===== config.mk =====
export PLATFORM = sky130hd
export DESIGN_NAME = btn_event_capture
export DESIGN_NICKNAME = d
export VERILOG_FILES = /design/src/rtl/btn_event_capture.sv
export SDC_FILE = /design/constraint.sdc
export NUM_CORES = 1
export LEC_CHECK = 0
export ABC_AREA = 0
export ABC_CLOCK_PERIOD_IN_PS = 1750
export BUFFER_PORTS_ARGS = -buffer_cell sky130_fd_sc_hd__clkbuf_2
export CORE_ASPECT_RATIO = 0.7
export CORE_MARGIN = 2
export CORE_UTILIZATION = 30
export CTS_CLUSTER_SIZE = 14
export DETAILED_ROUTE_END_ITERATION = 8
export GPL_TIMING_DRIVEN = 0
export PLACE_DENSITY = 0.55
export SETUP_SLACK_MARGIN = 0.2
export SYNTH_ARGS = -nofsm -noshare
export SYNTH_HDL_FRONTEND = slang
export SYNTH_SLANG_ARGS = --single-unit

===== constraint.sdc =====
create_clock -name clk_i -period 1.75 [get_ports clk_i]
set_clock_uncertainty 0.05 [all_clocks]
set_input_delay 0.0875 -clock clk_i [delete_from_list [all_inputs] [get_ports clk_i]]
set_output_delay 0.0875 -clock clk_i [all_outputs]
set_load 0.02 [all_outputs]

===== src/rtl/btn_event_capture.sv =====
// Capture stage behind the button debouncers: edge detect, sticky pending flags,
// saturating per-button press counters and a maskable interrupt on a 4-word bus.
module btn_event_capture #(
   parameter int unsigned N_BTN = 4
) (
   input  logic             clk_i,
   input  logic             rst_i,
   input  logic [N_BTN-1:0] btn_i,
   input  logic             we_i,
   input  logic [1:0]       addr_i,
   input  logic [31:0]      wdata_i,
   output logic [31:0]      rdata_o,
   output logic             irq_o
);

   typedef enum logic [1:0] {
      REG_LEVEL = 2'd0,
      REG_PEND  = 2'd1,
      REG_EN    = 2'd2,
      REG_COUNT = 2'd3
   } reg_e;

   reg_e                  sel;
   logic [N_BTN-1:0]      lvl_q;
   logic                  armed_q;
   logic [N_BTN-1:0]      pend_q, pend_d;
   logic [N_BTN-1:0]      en_q, en_d;
   logic [N_BTN-1:0][7:0] cnt_q, cnt_d;
   logic [N_BTN-1:0]      press;
   logic                  wr_pend, wr_en, wr_cnt;
   logic                  unused_wdata;

   assign sel          = reg_e'(addr_i);
   assign wr_pend      = we_i && (sel == REG_PEND);
   assign wr_en        = we_i && (sel == REG_EN);
   assign wr_cnt       = we_i && (sel == REG_COUNT);
   assign unused_wdata = ^wdata_i;

   // armed_q masks the edge seen when a button is held through reset release
   assign press = armed_q ? (btn_i & ~lvl_q) : '0;

   always_comb begin
      pend_d = pend_q;
      en_d   = en_q;
      cnt_d  = cnt_q;
      if (wr_pend) begin
         pend_d = pend_q & ~wdata_i[N_BTN-1:0];
      end
      pend_d = pend_d | press;
      if (wr_en) begin
         en_d = wdata_i[N_BTN-1:0];
      end
      for (int unsigned i = 0; i < N_BTN; i++) begin
         if (wr_cnt) begin
            cnt_d[i] = {7'd0, press[i]};
         end else if (press[i] && (cnt_q[i] != 8'hFF)) begin
            cnt_d[i] = cnt_q[i] + 8'd1;
         end
      end
   end

   always_ff @(posedge clk_i) begin
      if (!rst_i) begin
         lvl_q   <= '0;
         armed_q <= 1'b0;
         pend_q  <= '0;
         en_q    <= '0;
         cnt_q   <= '0;
      end else begin
         lvl_q   <= btn_i;
         armed_q <= 1'b1;
         pend_q  <= pend_d;
         en_q    <= en_d;
         cnt_q   <= cnt_d;
      end
   end

   always_comb begin
      rdata_o = '0;
      case (sel)
         REG_LEVEL: rdata_o[N_BTN-1:0]   = lvl_q;
         REG_PEND:  rdata_o[N_BTN-1:0]   = pend_q;
         REG_EN:    rdata_o[N_BTN-1:0]   = en_q;
         REG_COUNT: rdata_o[8*N_BTN-1:0] = cnt_q;
      endcase
   end

   assign irq_o = |(pend_q & en_q);

endmodule


==> impl_metrics.yaml, run 1 <==
route:
  dr_wl_met3_microns: 451
  dr_wl_met2_microns: 3028
  drt-initial-drc-count: 135
  drt-total-wl_microns: 6745
  via_per_inst: 5.381
  first_pass_iters: 6
  m1WireLength_microns: 3197
  vias: 2389
  route.detailed.drc: 4
  ant_nets: 0
  top_layer: "met4"
  wl_per_cell_microns: 15.19
pwr:
  peakVddDrop_mv: 0.3390
  p_leak_nw: 1.322
  powerDensity_mw_per_mm2: 713.2
yosys:
  synth_top_area_share_pct: 35.98
  syn_nets: 330
  netlist_top_cells_area: "dfxtp_1 (36%), and3_1 (8.5%), mux2i_1 (6.0%), nor2_1 (3.7%), nand2_1 (3.1%)"
  ys_warn_count: 0
  netlist_area_sq_mm: 0.002504
  ys_async_sr_fraction_pct: 0
  synth_seq_cells: 45
  synth-edff-count: 0
  syn_inst: 285
  syn_avg_cell_area_sq_um: 8.785
  synth_seq_area_share_pct: 35.98
  synthFlopType: "dfxtp_1"
  yosysTopAreaCell: "dfxtp_1"
  ys_types: 49
clocking:
  numCtsBuffers: 5
  h-tree-depth: 2
  cts_tree: "done"
  clkLatencyLatePin_ps: 290
  clock_path_buffers: 2
  root_buffer: "clkbuf_16"
  path_clk_slew_ps: 70
  clkSinkCount: 45
sta:
  tns_ps: 0
  slew_headroom_pct: 56.25
  fin_crit_ps: 1520
  holdWs_ps: 23.20
  tightest_slew_ps: 656.3
  timing.fmax_mhz: 657.8
  finalSetupViolations: 0
  hold_viol: 0
  rsz0062_at_grt: "no"
  fin_crit_sh_pct: 86.86
  slew_viol_final: 0
setup_path:
  rrSetupSlack_ps: 280
  max_stage_delay_ps: 540
  path_cells: "buf_2 > clkbuf_1 > mux4_2 > clkbuf_2"
  critPathLaunch: "addr_i[1]"
  criticalPathCategory: "in2out"
  r2r_cells: 5
  slowest_stage: "clkbuf_1"
  r2r_end: "cnt_q[0]"
  worst_ep_required_time_ps: 1610
  path_max_fanout: 11
  r2r_start: "cnt_q[1]"
  cp-endpoint: "rdata_o[0]"
  end_kind: "primary output"
  cp-start-kind: "primary input"
  cp.arrival_ps: 1380
floorplanning:
  dieHeight_microns: 80.43
  die_w_microns: 113.2
  pin_count: 74
  dieArea_sq_mm: 0.009104
  placementRows: 27
  initial_core_util_pct: 31.40
  fp.coreArea_sq_mm: 0.007973
global_routing:
  grt_pass1_wl_microns: 10770
  overflow: 0
  grt.total_usage_pct: 15.20
  grt_max_degree: 15
  antenna_found_initial: 0
  first_global_vias: 2123
flow_run:
  cap_violations: 0
final_layout:
  seq_area_sq_um: 907.1
  postLayoutCellArea_sq_mm: 0.003113
  layout_common_cells: "clkbuf_2 (46), dfxtp_1 (40), and3_1 (34)"
  nFillCells: 816
  area_delta_synth_final_pct: 24.34
  final_common_cell: "clkbuf_2"
  drive_gt1_share_pct: 25.44
  multi_input_comb_area_sq_mm: 0.001578
  final_nets: 386
outcome:
  violations: "DRC"
  status: "finished, violations left"
placement:
  port-buffer-count: 43
  place_hpwl_microns: 4850
  gp_congestion: 0.8363
  place_area_sq_mm: 0.002845
hold_path:
  hp-class: "in2reg"
[stage by stage]
| stage | utilization, % | setup slack, ps | cells | total power [mW] |
|---|---|---|---|---|
| after floorplan | - | 394.9 | 285 | 1.213 |
| after global placement | 35.69 | -2.745 | 429 | 1.281 |
| after detailed placement | 35.69 | -13.69 | 429 | 1.286 |
| after CTS | 38.39 | 221.2 | 443 | 2.228 |
| after global routing | 39.01 | 208.5 | 443 | 2.309 |
| final | 39.05 | 229.9 | 444 | 2.220 |
[where the power goes]
group | internal [mW] | switching [mW] | leakage (nW)
clock network | 0.530 | 0.410 | 0.0631
registers | 1.05 | 0.0279 | 0.367
logic | 0.0840 | 0.119 | 0.892
[timing repair]
item,4_1_cts,5_1_grt
endpoints found under the setup margin,26,22
endpoints found under the hold margin,5,0
resized for setup,7,14
setup buffers,1,0
gates cloned,0,0
pin swaps,1,2
hold buffers,5,0
[kinds of logic after synthesis]
group                      after synthesis  synth area share, %
muxes                                   19                9.745
adders and majority gates                4                1.999
DFF                                     45                35.98
xor gates and xnor gates                 6                2.099
and+or+nand+nor                        147                33.98
AOI/OAI and AO/OA                       47                12.99
buffers and inverters                   17                3.198
[cell type report]
type,count,share of cell area (%)
tap,101,4.059
clock inverter,2,0.4823
timing repair buffer,49,8.762
clock buffer,6,4.140
buffer,16,2.532
multi-input combinational,223,50.68
inverter,1,0.1206
antenna,1,0.08039
sequential,45,29.14
[worst min path at each step]
stage	start	end	cells past startpoint
floorplan	rst_i	armed_q	0
global placement	rst_i	armed_q	1
detailed placement	rst_i	armed_q	1
CTS	wdata_i[1]	en_q[1]	3
global route	wdata_i[1]	en_q[1]	3
finish	wdata_i[2]	en_q[2]	3
[state kept, by name, summed over array words and instances (netlist names)]
register,cells
lvl_q,4
pend_q,4
en_q,4
cnt_q,32
armed_q,1
[routing by layer]
metal	up-vias	global-route usage, %
li1	1177	-
met1	1130	21.22
met2	75	22.69
met3	7	3.698
met4	0	5.488
met5	-	0
[cells in the mapped netlist, drive strengths merged (6+ instances only)]
cell type  count
buf            7
o211ai         6
mux2i         15
clkbuf         9
o21ai          8
and3          34
a21oi         10
dfxtp         45
and2           6
nand4          9
nand3         15
nor2b          9
nand2         21
nor2          25
[critical path: cells and delay by family]
family / cells / cell delay, ps
buf+inv: 3 / 900
mux: 1 / 400
No activity file was read; power rests on OpenSTA's default activity.
==> inputs of run 2 (changes only) <==
- CELL_PAD_IN_SITES_DETAIL_PLACEMENT: unset -> 1
- CELL_PAD_IN_SITES_GLOBAL_PLACEMENT: unset -> 2
- CORE_MARGIN: 2 -> unset
- PLACE_DENSITY: 0.55 -> unset
- PLACE_DENSITY_LB_ADDON: unset -> 0.1
==> run 2 against run 1 <==
Compared with the run above: the flow still finishes with violations (DRC); die area fell by 4.2%; highest routed layer unchanged; largest cell class unchanged; sequential power barely moved; cell count fell by 0.23%; global-route usage rose by 3.0 points; hold slack got worse by 21 ps; non-clock buffer count did not move; flip-flop and latch count did not move.
==> impl_metrics.yaml, run 2 (same netlist as run 1, synthesis figures left out) <==
global_routing:
  grt.total_usage_pct: 18.22
  antenna_found_initial: 0
  grt-busiest-layer: "met2"
  first_global_vias: 2323
  grt_util_met2_pct: 26.88
  grt_pass1_wl_microns: 12320
  grt_max_degree: 14
  grt_util_met1_pct: 26.67
  overflow: 0
  grtUsageMet3_pct: 3.938
route:
  ant_nets: 0
  via_per_inst: 5.302
  first_pass_iters: 6
  vias: 2349
  route.detailed.drc: 4
  wl_per_cell_microns: 17.45
  drt-total-wl_microns: 7729
  drt-initial-drc-count: 91
pwr:
  internal_power_mw: 1.656
  total_power_mw: 2.219
  p_seq_share_pct: 48.5
  p_leak_nw: 1.346
  pwr-share-clk_pct: 42.3
  powerDensity_mw_per_mm2: 715.5
  power_switching_mw: 0.5630
  peakVddDrop_mv: 0.4996
  p_comb_share_pct: 9.2
  p_sw_share_pct: 25.37
setup_path:
  path_max_fanout: 7
  end_kind: "primary output"
  rrSetupSlack_ps: 310
  r2r_cells: 5
  cp-endpoint: "rdata_o[3]"
  cp.arrival_ps: 1360
  r2r_end: "cnt_q[9]"
  criticalPathCategory: "reg2out"
  critPathLaunch: "cnt_q[3]"
  cp-start-kind: "flop"
  worst_ep_required_time_ps: 1610
  r2r_start: "cnt_q[8]"
placement:
  port-buffer-count: 43
  gp_congestion: 0.7970
  dp.cells: 429
  place_hpwl_microns: 5684
  place_area_sq_mm: 0.002845
  pre_cts_ws_ps: -10.72
floorplanning:
  fp.coreArea_sq_mm: 0.007973
  initial_core_util_pct: 31.40
  pin_count: 74
  die_w_microns: 111.2
  placementRows: 27
  dieHeight_microns: 78.43
  dieArea_sq_mm: 0.008721
sta:
  timing.fmax_mhz: 666.1
  rsz0062_at_grt: "no"
  finalSetupViolations: 0
  slew_headroom_pct: 64.99
  fin_crit_ps: 1501
  tns_ps: 0
  fin_crit_sh_pct: 85.78
  worst_slack_ps: 248.8
  slew_viol_final: 0
  tightest_slew_ps: 525.1
  hold_viol: 0
  holdWs_ps: 1.861
clocking:
  cts_tree: "done"
  clkLatencyLatePin_ps: 290
  clkSinkCount: 45
  root_buffer: "clkbuf_16"
  path_clk_slew_ps: 70
  numCtsBuffers: 5
  h-tree-depth: 2
  clock_path_buffers: 2
hold_path:
  hp-class: "in2reg"
outcome:
  status: "finished, violations left"
  violations: "DRC"
final_layout:
  drive_gt1_share_pct: 25.73
  regMostFlops: "cnt_q"
  area_delta_synth_final_pct: 23.89
  final_cell_count_no_fill: 443
  layout_common_cells: "clkbuf_2 (46), dfxtp_1 (38), and3_1 (34)"
  final_common_cell: "clkbuf_2"
  finish.utilization_pct: 38.90
  final_nets: 386
  largest_reg_flops: 32
  postLayoutCellArea_sq_mm: 0.003102
  antennaDiodeCount: 0
flow_run:
  cap_violations: 0
-- run 2: changes by cell type in the layout (fill, tap and decap cells not counted), sizes merged --
cell	before	now
clkinvlp	2	0
dlygate4sd3	5	4
clkinv	0	2
diode	1	0
clkbuf	58	59
-- run 2: area by class of cell --
cell class	count	area [sq um]
well taps	101	126.4
fillers	949	4871
plain buffers	16	81.33
multi-input cells	223	1569
inverters	1	3.754
repair buffers	49	270.3
flip-flops and latches	45	912.1
clock inverters	2	10.01
clock buffers	6	128.9
-- run 2: worst min-delay path by stage --
stage,start,endpoint,cells after the start
after floorplan,rst_i,armed_q,0
after global placement,rst_i,armed_q,1
after detailed placement,rst_i,armed_q,1
after CTS,btn_i[0],lvl_q[0],2
after global routing,btn_i[0],lvl_q[0],2
final,btn_i[0],lvl_q[0],2
-- run 2: timing repair --
action	4_1_cts	5_1_grt
resized for setup	10	15
endpoints found under the setup margin	29	14
hold buffers	4	0
pin swaps	1	2
buffers inserted	1	1
endpoints found under the hold margin	4	0
-- run 2: worst max-delay path, cell delays in order, from the launching register on --
cell and delay [ps]:
dfxtp_1 380, mux4_2 510, clkbuf_2 170
-- run 2: power by group through the flow --
stage	logic (mW)	clock network, mW	registers, mW
6_report	0.205	0.938	1.08
5_1_grt	0.227	1.02	1.08
4_1_cts	0.207	0.964	1.07
3_5_place_dp	0.197	0	1.10
3_3_place_gp	0.194	0	1.10
2_1_floorplan	0.126	0	1.09
-- run 2: metal layers --
layer	routed length, microns	up-vias	part of all wire, %
li1	-	1169	-
met1	4170	1145	54
met2	3222	27	42
met3	265	8	3.4
met4	70	0	0.91
met5	0	-	0
